`src/rtl/frame_scanner.sv`:
```
// frame_scanner: raster-scans a pixel source over ram_addr_x/ram_addr_y and
// shifts each 16-bit RGB565 pixel out MSB first on a write-only SPI link
// (mode 0). One frame per start request.
// Optional build macro FRAME_SCANNER_AUTO_REPEAT_EN: once a frame has been
// started, DONE loops straight back to FETCH so frames repeat until reset.
module frame_scanner #(
  parameter int H_PIXELS = 96,
  parameter int V_PIXELS = 64,
  parameter int SCLK_DIV = 4
) (
  input  logic        clk,
  input  logic        rst,
  input  logic        start,
  output logic [7:0]  ram_addr_x,
  output logic [7:0]  ram_addr_y,
  input  logic [15:0] ram_data,
  output logic        spi_sclk,
  output logic        spi_mosi,
  output logic        spi_cs_n,
  output logic        spi_dc,
  output logic        busy,
  output logic        frame_done
);

  typedef enum logic [2:0] {
    S_IDLE,
    S_FETCH,
    S_SHIFT,
    S_NEXT,
    S_DONE
  } state_t;

  localparam int             DW       = (SCLK_DIV > 1) ? $clog2(SCLK_DIV) : 1;
  localparam logic [DW-1:0]  DIV_LAST = DW'(SCLK_DIV - 1);
  localparam logic [7:0]     X_LAST   = 8'(H_PIXELS - 1);
  localparam logic [7:0]     Y_LAST   = 8'(V_PIXELS - 1);

  state_t        state_q, state_d;
  logic [7:0]    x_q, x_d, y_q, y_d;
  logic [15:0]   shift_q, shift_d;
  logic [3:0]    bit_q, bit_d;
  logic [DW-1:0] div_q, div_d;
  logic          phase_q, phase_d;   // 0: SCLK low half, 1: SCLK high half
  logic          sclk_q, sclk_d;
  logic          mosi_q, mosi_d;
  logic          cs_n_q, cs_n_d;
  logic          busy_q, busy_d;
  logic          done_q, done_d;

  // Next-state and next-output computation for the scan FSM.
  always_comb begin
    state_d = state_q;
    x_d     = x_q;
    y_d     = y_q;
    shift_d = shift_q;
    bit_d   = bit_q;
    div_d   = div_q;
    phase_d = phase_q;
    sclk_d  = sclk_q;
    mosi_d  = mosi_q;
    cs_n_d  = cs_n_q;
    busy_d  = busy_q;
    done_d  = 1'b0;
    case (state_q)
      S_IDLE: begin
        x_d = 8'd0;
        y_d = 8'd0;
        // In auto-repeat builds start only kicks off the first frame.
        if (start) begin
          state_d = S_FETCH;
          busy_d  = 1'b1;
          cs_n_d  = 1'b0;
        end
      end
      S_FETCH: begin
        // Addresses changed on the previous edge; the source has settled.
        shift_d = ram_data;
        mosi_d  = ram_data[15];
        bit_d   = 4'd15;
        div_d   = '0;
        phase_d = 1'b0;
        sclk_d  = 1'b0;
        cs_n_d  = 1'b0;
        busy_d  = 1'b1;
        state_d = S_SHIFT;
      end
      S_SHIFT: begin
        if (div_q != DIV_LAST) begin
          div_d = div_q + DW'(1);
        end else begin
          div_d = '0;
          if (!phase_q) begin
            phase_d = 1'b1;
            sclk_d  = 1'b1;
          end else begin
            // End of high half: MOSI moves to the next bit together with
            // the falling SCLK, so it never changes while SCLK is high.
            phase_d = 1'b0;
            sclk_d  = 1'b0;
            shift_d = {shift_q[14:0], 1'b0};
            if (bit_q == 4'd0) begin
              state_d = S_NEXT;
            end else begin
              bit_d  = bit_q - 4'd1;
              mosi_d = shift_q[14];
            end
          end
        end
      end
      S_NEXT: begin
        sclk_d = 1'b0;
        if (x_q == X_LAST) begin
          x_d = 8'd0;
          if (y_q == Y_LAST) begin
            state_d = S_DONE;
          end else begin
            y_d     = y_q + 8'd1;
            state_d = S_FETCH;
          end
        end else begin
          x_d     = x_q + 8'd1;
          state_d = S_FETCH;
        end
      end
      S_DONE: begin
        cs_n_d = 1'b1;
        done_d = 1'b1;
        x_d    = 8'd0;
        y_d    = 8'd0;
`ifdef FRAME_SCANNER_AUTO_REPEAT_EN
        busy_d  = 1'b1;
        state_d = S_FETCH;
`else
        busy_d  = 1'b0;
        state_d = S_IDLE;
`endif
      end
      default: begin
        state_d = S_IDLE;
        busy_d  = 1'b0;
        cs_n_d  = 1'b1;
      end
    endcase
  end

  // State and registered outputs; synchronous active-low reset aborts at once.
  always_ff @(posedge clk) begin
    if (!rst) begin
      state_q <= S_IDLE;
      x_q     <= 8'd0;
      y_q     <= 8'd0;
      shift_q <= 16'd0;
      bit_q   <= 4'd0;
      div_q   <= '0;
      phase_q <= 1'b0;
      sclk_q  <= 1'b0;
      mosi_q  <= 1'b0;
      cs_n_q  <= 1'b1;
      busy_q  <= 1'b0;
      done_q  <= 1'b0;
    end else begin
      state_q <= state_d;
      x_q     <= x_d;
      y_q     <= y_d;
      shift_q <= shift_d;
      bit_q   <= bit_d;
      div_q   <= div_d;
      phase_q <= phase_d;
      sclk_q  <= sclk_d;
      mosi_q  <= mosi_d;
      cs_n_q  <= cs_n_d;
      busy_q  <= busy_d;
      done_q  <= done_d;
    end
  end

  assign ram_addr_x = x_q;
  assign ram_addr_y = y_q;
  assign spi_sclk   = sclk_q;
  assign spi_mosi   = mosi_q;
  assign spi_cs_n   = cs_n_q;
  assign spi_dc     = 1'b1;   // pixel data only; commands come from the init block
  assign busy       = busy_q;
  assign frame_done = done_q;

endmodule

```
`config.mk`:
```
export PLATFORM = sky130hd
export DESIGN_NAME = frame_scanner
export DESIGN_NICKNAME = d
export VERILOG_FILES = /design/src/rtl/frame_scanner.sv
export SDC_FILE = /design/constraint.sdc
export NUM_CORES = 1
export LEC_CHECK = 0
export CORE_ASPECT_RATIO = 1.1
export CORE_MARGIN = 2
export CORE_UTILIZATION = 25
export CTS_CLUSTER_DIAMETER = 200
export DETAILED_ROUTE_END_ITERATION = 6
export HOLD_SLACK_MARGIN = 0.1
export SLEW_MARGIN = 20
export SYNTH_ARGS = -nofsm -noshare
export SYNTH_HDL_FRONTEND = slang
export SYNTH_SLANG_ARGS = --single-unit
```
`constraint.sdc`:
```
create_clock -name clk -period 2.3 [get_ports clk]
set_clock_uncertainty 0.15 [all_clocks]
set_input_delay 0.23 -clock clk [delete_from_list [all_inputs] [get_ports clk]]
set_output_delay 0.23 -clock clk [all_outputs]
set_load 0.01 [all_outputs]
```
# [Yosys cells after proc, flatten, opt, wreduce, memory -nomap -nowiden]
# Index checks and enable logic that the tools add are counted.
# W data, S select, Z words.
[word_totals] latch_bits=0 register_bits=46 mem_count=0 in_bits=19 mem_bits_ro=0 word_cells=80 mem_bits_rw=0
[classes] div=0 order_cmp=0 mul=0 bitwise=1 shifts=0 add_sub_neg=4 muxes=34 reduce_logical=15 eq_ne=14
[op_table] operator="$pmux W8 S2" count=2
[op_table] operator="$mux W15" count=2
[op_table] operator="$pmux W15 S2" count=1
[op_table] operator="$mux W8" count=3
[op_table] operator="$mux W3" count=6
[op_table] operator="$add A8 B1 Y8 const B" count=2
[op_table] operator="$ne A2 B2 Y1 const B" count=8
[op_table] operator="$mux W4" count=3
[op_table] operator="$pmux W3 S4" count=1
[op_table] operator="$eq A8 B6 Y1 const B" count=1
[op_table] operator="$eq A8 B7 Y1 const B" count=1
[op_table] operator="$mux W1" count=8
[op_table] operator="$pmux W4 S2" count=1
[op_table] operator="$reduce_and A4 Y1" count=2
[op_table] operator="$eq A3 B2 Y1 const B" count=2
[op_table] operator="$pmux W1 S2" count=3
[op_table] operator="$pmux W1 S3" count=2
[op_table] operator="$reduce_and A2 Y1" count=3
[op_table] operator="$reduce_and A3 Y1" count=2
[op_table] operator="$reduce_bool A2 Y1" count=3
[op_table] operator="$reduce_or A2 Y1" count=3
[op_table] operator="$logic_not A4 Y1" count=1
[op_table] operator="$pmux W2 S2" count=1
[op_table] operator="$sub A4 B1 Y4 const B" count=1
[op_table] operator="other kinds (6)" count=6

# [Depth between registers and ports, before layout]
# Gate-level depths: netlist (run 1).
[depth] depth_word=5 depth_mapped=8 ltp_nobuf=7

# [Worst setup path after synthesis (run 1)]
# OpenSTA, ideal clock, no wires.
[synth_timing] path_type="flip-flop to flip-flop" startpoint="register x_q[0], in the netlist ram_addr_x[0]" endpoint="register y_q[0], in the netlist ram_addr_y[0]" path_buffers=1 arrival_time_ns=1.676 synth_period_minus_slack_ns=1.898 path_slack_ns=0.402 required_time_ns=2.078 path_stages_with_launch=7 cell_sequence="dfxtp_1 > ha_1 > and4_1 > a41oi_2 > buf_2 > or3_1 > a21oi_1"
[synth_between] elab_chain_len=3
[synth_lines] item="start: declaration" line="39" rtl="logic [7:0] x_q, x_d, y_q, y_d;"
[synth_lines] item="start signal: assignment" line="150" rtl="x_q <= 8'd0;"
[synth_lines] item="start signal: assignment" line="163" rtl="x_q <= x_d;"
[synth_lines] item="$eq A8 B7 Y1" line="112" rtl="if (x_q == X_LAST) begin"
[synth_lines] item="$ne A2 B2 Y1 (no source line)"
[synth_lines] item="$reduce_and A3 Y1 (no source line)"
[synth_lines] item="end signal: assignment" line="164" rtl="y_q <= y_d;"
[synth_lines] item="end: declaration" line="39"
# Every way passes these cells.
# A chain may end at the register's enable or synchronous reset.

# [Worst setup path in the final report (run 1)]
[layout_timing] startpoint="register div_q[0]" endpoint="register shift_q[9]"
[layout_between] elab_chain_len=3
[layout_lines] item="start: declaration" line="42" rtl="logic [DW-1:0] div_q, div_d;"
[layout_lines] item="start signal: assignment" line="167" rtl="div_q <= div_d;"
[layout_lines] item="$ne A2 B2 Y1" line="88" rtl="if (div_q != DIV_LAST) begin"
[layout_lines] item="$ne A2 B2 Y1 (no source line)"
[layout_lines] item="$reduce_and A3 Y1 (no source line)"
[layout_lines] item="end signal: assignment" line="165" rtl="shift_q <= shift_d;"
[layout_lines] item="end: declaration" line="40" rtl="logic [15:0] shift_q, shift_d;"
# Every way passes these cells.

==> results of run 1 <==
## metrics by stage
stage / power [W] / std cells / setup slack (ns) / hold slack [ns] / instance area [µm²]
3_5_place_dp: 0.00115 / 411 / 0.202 / 0.317 / 2840
4_1_cts: 0.00166 / 419 / 0.168 / 0.334 / 2930
2_1_floorplan: 0.00105 / 265 / 0.402 / 0.314 / 2300
5_1_grt: 0.00172 / 419 / 0.0461 / 0.365 / 2940
6_report: 0.00164 / 419 / 0.222 / 0.328 / 2940
3_3_place_gp: 0.00114 / 411 / 0.269 / 0.304 / 2840
## layout make-up
class,instances,area share
clock inverters,1,0.00170
repair buffers,48,0.160
clock buffers,7,0.0294
inverters,6,0.00766
well taps,114,0.0485
flip-flops and latches,46,0.313
multi-input cells,197,0.440
## flip-flops by register name (all words and copies together) (netlist names)
register and count:
state_q 3, busy 1, bit_q 4, shift_q 15
ram_addr_x 8, div_q 2, phase_q 1, spi_cs_n 1
ram_addr_y 8, spi_mosi 1, frame_done 1, spi_sclk 1
## cells in the final DEF, fill, tap and decap left out, types with 8 or more instances in the layout
cell type        synthesis  layout
dfxtp_1                 46      46
o21ai_0                 16      16
o211a_1                 16      16
nor2_1                  18      18
a21oi_1                 21      20
buf_4                    3       8
clkdlybuf4s50_1          0      39
mux2i_1                 15      15
nand3_1                 10      10
nand2_1                 26      26
## per-layer routing
| layer | part of all wire | wire length, µm |
|---|---|---|
| met5 | 0 | 0 |
| met4 | 0.016 | 82 |
| met3 | 0.055 | 291 |
| met2 | 0.45 | 2370 |
| met1 | 0.48 | 2550 |
## final timing paths
path | from | endpoint | slack (ns) | cells after the start
hold reg to reg | spi_cs_n | spi_cs_n | 0.33 | 2
setup / recovery | div_q[0] | shift_q[9] | 0.22 | 7
setup reg to reg | div_q[0] | shift_q[9] | 0.22 | 7
hold / removal | spi_cs_n | spi_cs_n | 0.33 | 2
## repair_timing
item                                    4_1_cts  5_1_grt
endpoints found under the setup margin        0        1
buffers inserted                              0        0
gates resized for setup                       0        1
## worst max-delay path, cell delays in order, from the launching register on
cell and delay, ns:
dfxtp_1 0.36, ha_1 0.29, nor2b_1 0.30, nand3_1 0.14, a21oi_2 0.34, buf_12 0.21
nand2_1 0.07, o211a_1 0.12
## kinds of logic (layout without fill, tap and decap cells)
logic type / count (synthesis) / count (layout)
AOI/OAI and AO/OA: 79 / 79
adders and majority gates: 4 / 4
buffers and inverters: 22 / 62
DFF: 46 / 46
muxes: 16 / 16
other: 1 / 1
and+or+nand+nor: 97 / 97
## power by group
| part | internal (W) | leakage [nW] | total, W | switching, W |
|---|---|---|---|---|
| clock network | 0.000243 | 0.0482 | 0.000513 | 0.000270 |
| registers | 0.000838 | 0.375 | 0.000868 | 0.0000301 |
| logic | 0.000131 | 0.758 | 0.000259 | 0.000129 |
==> reports/qor.txt, run 1 <==
met3 Usage GRT: 0.0310
Fmax achieved: 481 MHz
GP Congestion: 0.783
Netlist Area Pre-Place: 2300 µm²
Multi-input gate area: 1290 µm²
yosys warns: 0
vias in the first global route: 1,884
GRT busiest layer: met2
share of cells above drive strength 1: 0.0820
synthesized area per cell: 8.68 µm²
async set-reset flop share out of synthesis: 0
initial drt markers: 106
htree depth: 2
Post-Syn Nets: 288
cell taking the most area after synthesis: dfxtp_1
number of flops mapped to enable cells by yosys: 0
final worst path period need: 2.08 ns
maximum clock path buffer count: 2
1st-pass router iterations: 4
clock latency on the worst-skew pair: 0.29 ns
initial core utilization: 0.258
TritonCTS clock tree: done
total track usage: 0.103
Simple-Gate Fraction of Synth Area: 0.221
met1 Use GR: 0.133
Netlist cell types: 48
grt ovf: 0
Max rail drop VDD: 0.308 mV
vias per cell: 4.95
Rows: 36
Lkg Pwr: 1.18 nW
CP arrival: 2.12 ns
Synth Area in Adders: 0.0218
wire per inst: 12.6 µm
final setup vio count: 0
Setup crit end kind: flop
die width: 95.5 µm
worst hold path class: flop to flop
die height: 105 µm
antenna viol nets, final: 0
Seq/Total Area, Yosys: 0.400
ant diodes: 0
initial antenna violation count: 0
xor/xnor share of the synthesized area: 0
Post-Route WL: 5290 µm
Clock Tree Root: clkbuf_8
Layout area overhead: 27.8%
Die ar.: 9990 µm²
Synth area leaders: dfxtp_1, o211a_1, mux2i_1
residual DRC count: 0
Max-Cap Viols: 0
Final nets: 327
RSZ-0062 raised after global routing: no
dpl hpwl: 3680 µm
IO buf count: 39
Synth Area in Compound Gates: 0.241
fin crit share: 0.903
Mapped Cells: 265
CP Launch Type: flop
most instantiated library cell after synthesis: dfxtp_1
commonest cells in the netlist: dfxtp_1, nand2_1, a21oi_1
# IOs: 41
CP required: 2.35 ns
core box area: 8920 µm²
crit-path max FO: 24
post-synth top area share: 0.400
clk slew on worst S/H paths: 0.09 ns
Reg area: 921 µm²
final-layout fill cell count: 954
Max Transition Viols Final: 0
Final Hold Vio Count: 0
Yosys reg bits: 46
via count: 2,073
first-pass GRT wire length: 8500 µm
Inserted Clock Buffers: 5
Worst Max-Slew Pin Slew: 0.887 ns
Post-Route Setup TNS: 0 ns
Clock Sinks: 46
Finished Core Util: 0.330
Slew headroom: 0.409
run status: finished, final reports clean
mux share of post-synthesis cell area: 0.0701
Synth Flop Type: dfxtp_1
pin count of the biggest net entering global routing: 37
Pwr per Cell Area: 558 nW/µm²
Crit Path Class: flop to flop
GR Layer Usage met2: 0.161
largest family of logic cells by synthesized area: compound AO/OA/AOI/OAI gates
hold buffer count at CTS: 0
Note: power is estimated with default switching activity, not from simulation.
==> run 2: changes to the inputs <==
- DONT_BUFFER_PORTS: not set -> 1
==> run 2 against run 1 <==
  * Largest cell class unchanged
  * Critical endpoint is now ram_addr_y[7]
  * Highest routed layer unchanged
  * Critical path type unchanged
  * Flip-flop and latch count did not move
  * Sequential share of layout area rose by 1.7 points
  * Fmax rose by 2.9%
  * Non-clock buffer count fell by 14
==> reports/qor.txt, run 2 (synthesis gave the netlist of run 1 again) <==
run status: finished, final reports clean (unchanged)
Setup crit end kind: flop (unchanged)
final setup vio count: 0 (unchanged)
Post-Route Setup TNS: 0 ns (unchanged)
Worst Max-Slew Pin Slew: 0.576 ns (was 0.887 ns)
cells along the critical path: ha_1 > and4_1 > a41oi_2 > or4_1 > a21oi_1 (was ha_1 > nor2b_1 > nand3_1 > a21oi_2 > buf_12 > nand2_1 > o211a_1)
post_cts resized: 0 (unchanged)
Clock Sinks: 46 (unchanged)
1st-pass router iterations: 4 (unchanged)
Clock Tree Root: clkbuf_8 (unchanged)
Largest register FFs: 15 (unchanged)
maximum clock path buffer count: 2 (unchanged)
residual DRC count: 0 (unchanged)
cell family with most CP delay: simple AND/OR/NAND/NOR gates (unchanged)
Die ar.: 9990 µm² (unchanged)
Crit Path Class: flop to flop (unchanged)
die height: 105 µm (unchanged)
Final nets: 313 (was 327)
pin count of the biggest net entering global routing: 38 (was 37)
Lkg Pwr: 1.15 nW (was 1.18 nW)
die width: 95.5 µm (unchanged)
vias per cell: 4.96 (was 4.95)
vias in the first global route: 1,897 (was 1,884)
CP Launch Type: flop (unchanged)
wire per inst: 13.4 µm (was 12.6 µm)
CP required: 2.40 ns (was 2.35 ns)
IO buf count: 0 (was 39)
core box area: 8920 µm² (unchanged)
worst hold path class: flop to flop (unchanged)
initial antenna violation count: 0 (unchanged)
most frequent cells in the layout: dfxtp_1, nand2_1, a21oi_1 (was dfxtp_1, clkdlybuf4s50_1, nand2_1)
Rows: 36 (unchanged)
leading cell type in the layout, fill and taps excluded: dfxtp_1 (unchanged)
Slew headroom: 0.616 (was 0.409)
antenna viol nets, final: 0 (unchanged)
Layout area overhead: 21.2% (was 27.8%)
clock latency on the worst-skew pair: 0.31 ns (was 0.29 ns)
GP Congestion: 0.754 (was 0.783)
Reg with most FFs: shift_q (unchanged)
dpl hpwl: 3710 µm (was 3680 µm)
grt ovf: 0 (unchanged)
Multi-input gate area: 1280 µm² (was 1290 µm²)
Reg area: 921 µm² (unchanged)
share of cells above drive strength 1: 0.103 (was 0.0820)
Slowest cell on crit path: or4_1 (was dfxtp_1)
Fmax achieved: 495 MHz (was 481 MHz)
# IOs: 41 (unchanged)
Max-Cap Viols: 0 (unchanged)
clk slew on worst S/H paths: 0.09 ns (about the same)
Tot Pwr: 0.00171 W (was 0.00164 W)
Max Transition Viols Final: 0 (unchanged)
initial drt markers: 77 (was 106)
Inserted Clock Buffers: 5 (unchanged)
fin crit share: 0.878 (was 0.903)
first-pass GRT wire length: 9020 µm (was 8500 µm)
Final Hold Vio Count: 0 (unchanged)
crit-path max FO: 16 (was 24)
initial core utilization: 0.258 (unchanged)
final-layout fill cell count: 966 (was 954)
RSZ-0062 raised after global routing: no (unchanged)
ant diodes: 0 (unchanged)
Pwr per Cell Area: 614 nW/µm² (was 558 nW/µm²)
Worst Path Buf+Inv: 0 (was 1)
via count: 2,010 (was 2,073)
TritonCTS clock tree: done (unchanged)
Max rail drop VDD: 0.311 mV (was 0.308 mV)
max incr delay on CP: 0.50 ns (was 0.36 ns)
total track usage: 0.111 (was 0.103)
CP arrival: 2.12 ns (about the same)
htree depth: 2 (unchanged)
Post-Route WL: 5450 µm (was 5290 µm)
final worst path period need: 2.02 ns (was 2.08 ns)
run 2: changes by cell type in the layout (fill, tap and decap cells not counted):
cell,change
bufinv_16,+1
clkbuf_1,+1
clkbuf_8,-1
clkinv_2,-1
buf_4,+6
a41oi_4,-1
clkdlybuf4s50_1,-39
dlygate4sd3_1,+19
a41oi_2,+1
run 2: through the flow:
step           cell area (µm²)  cells   util  hold WS (ns)  worst slack, ns
3_3_place_gp              2470    377  0.277         0.205            0.361
4_1_cts                   2790    405  0.313         0.359            0.287
6_report                  2790    405  0.313         0.353            0.281
5_1_grt                   2790    405  0.313         0.386           0.0247
2_1_floorplan             2300    265      -         0.314            0.402
3_5_place_dp              2470    377  0.277         0.204            0.296
run 2: cell type report:
cell class,instances,area share
inverters,6,0.00808
well taps,114,0.0511
clock buffers,7,0.0274
clock inverters,1,0.0108
repair buffers,34,0.113
flip-flops and latches,46,0.330
multi-input cells,197,0.459
run 2: final timing paths:
check,cells past startpoint,end,from,slack (ns)
worst min register to register,1,shift_q[2],shift_q[2],0.35
worst max register to register,5,ram_addr_y[7],ram_addr_x[0],0.28
worst max-delay path,5,ram_addr_y[7],ram_addr_x[0],0.28
worst min-delay path,1,shift_q[2],shift_q[2],0.35
run 2: report_power, final:
group | total [W] | internal [W] | switching (W)
Combinational | 0.000237 | 0.000114 | 0.000123
Clock | 0.000602 | 0.000326 | 0.000277
Sequential | 0.000874 | 0.000838 | 0.0000352
run 2: per-layer routing:
metal | vias to the layer above | GRT usage | wire length (µm)
met2 | 48 | 0.182 | 2610
met5 | - | 0 | 0
met4 | 0 | 0.0306 | 60
met1 | 936 | 0.138 | 2470
met3 | 7 | 0.0368 | 299
li1 | 1019 | - | -
run 2: repair_timing:
item	CTS	global route
endpoints found under the setup margin	0	0
buffers inserted	0	0
hold endpoints to repair	41	0
hold buffers	20	0
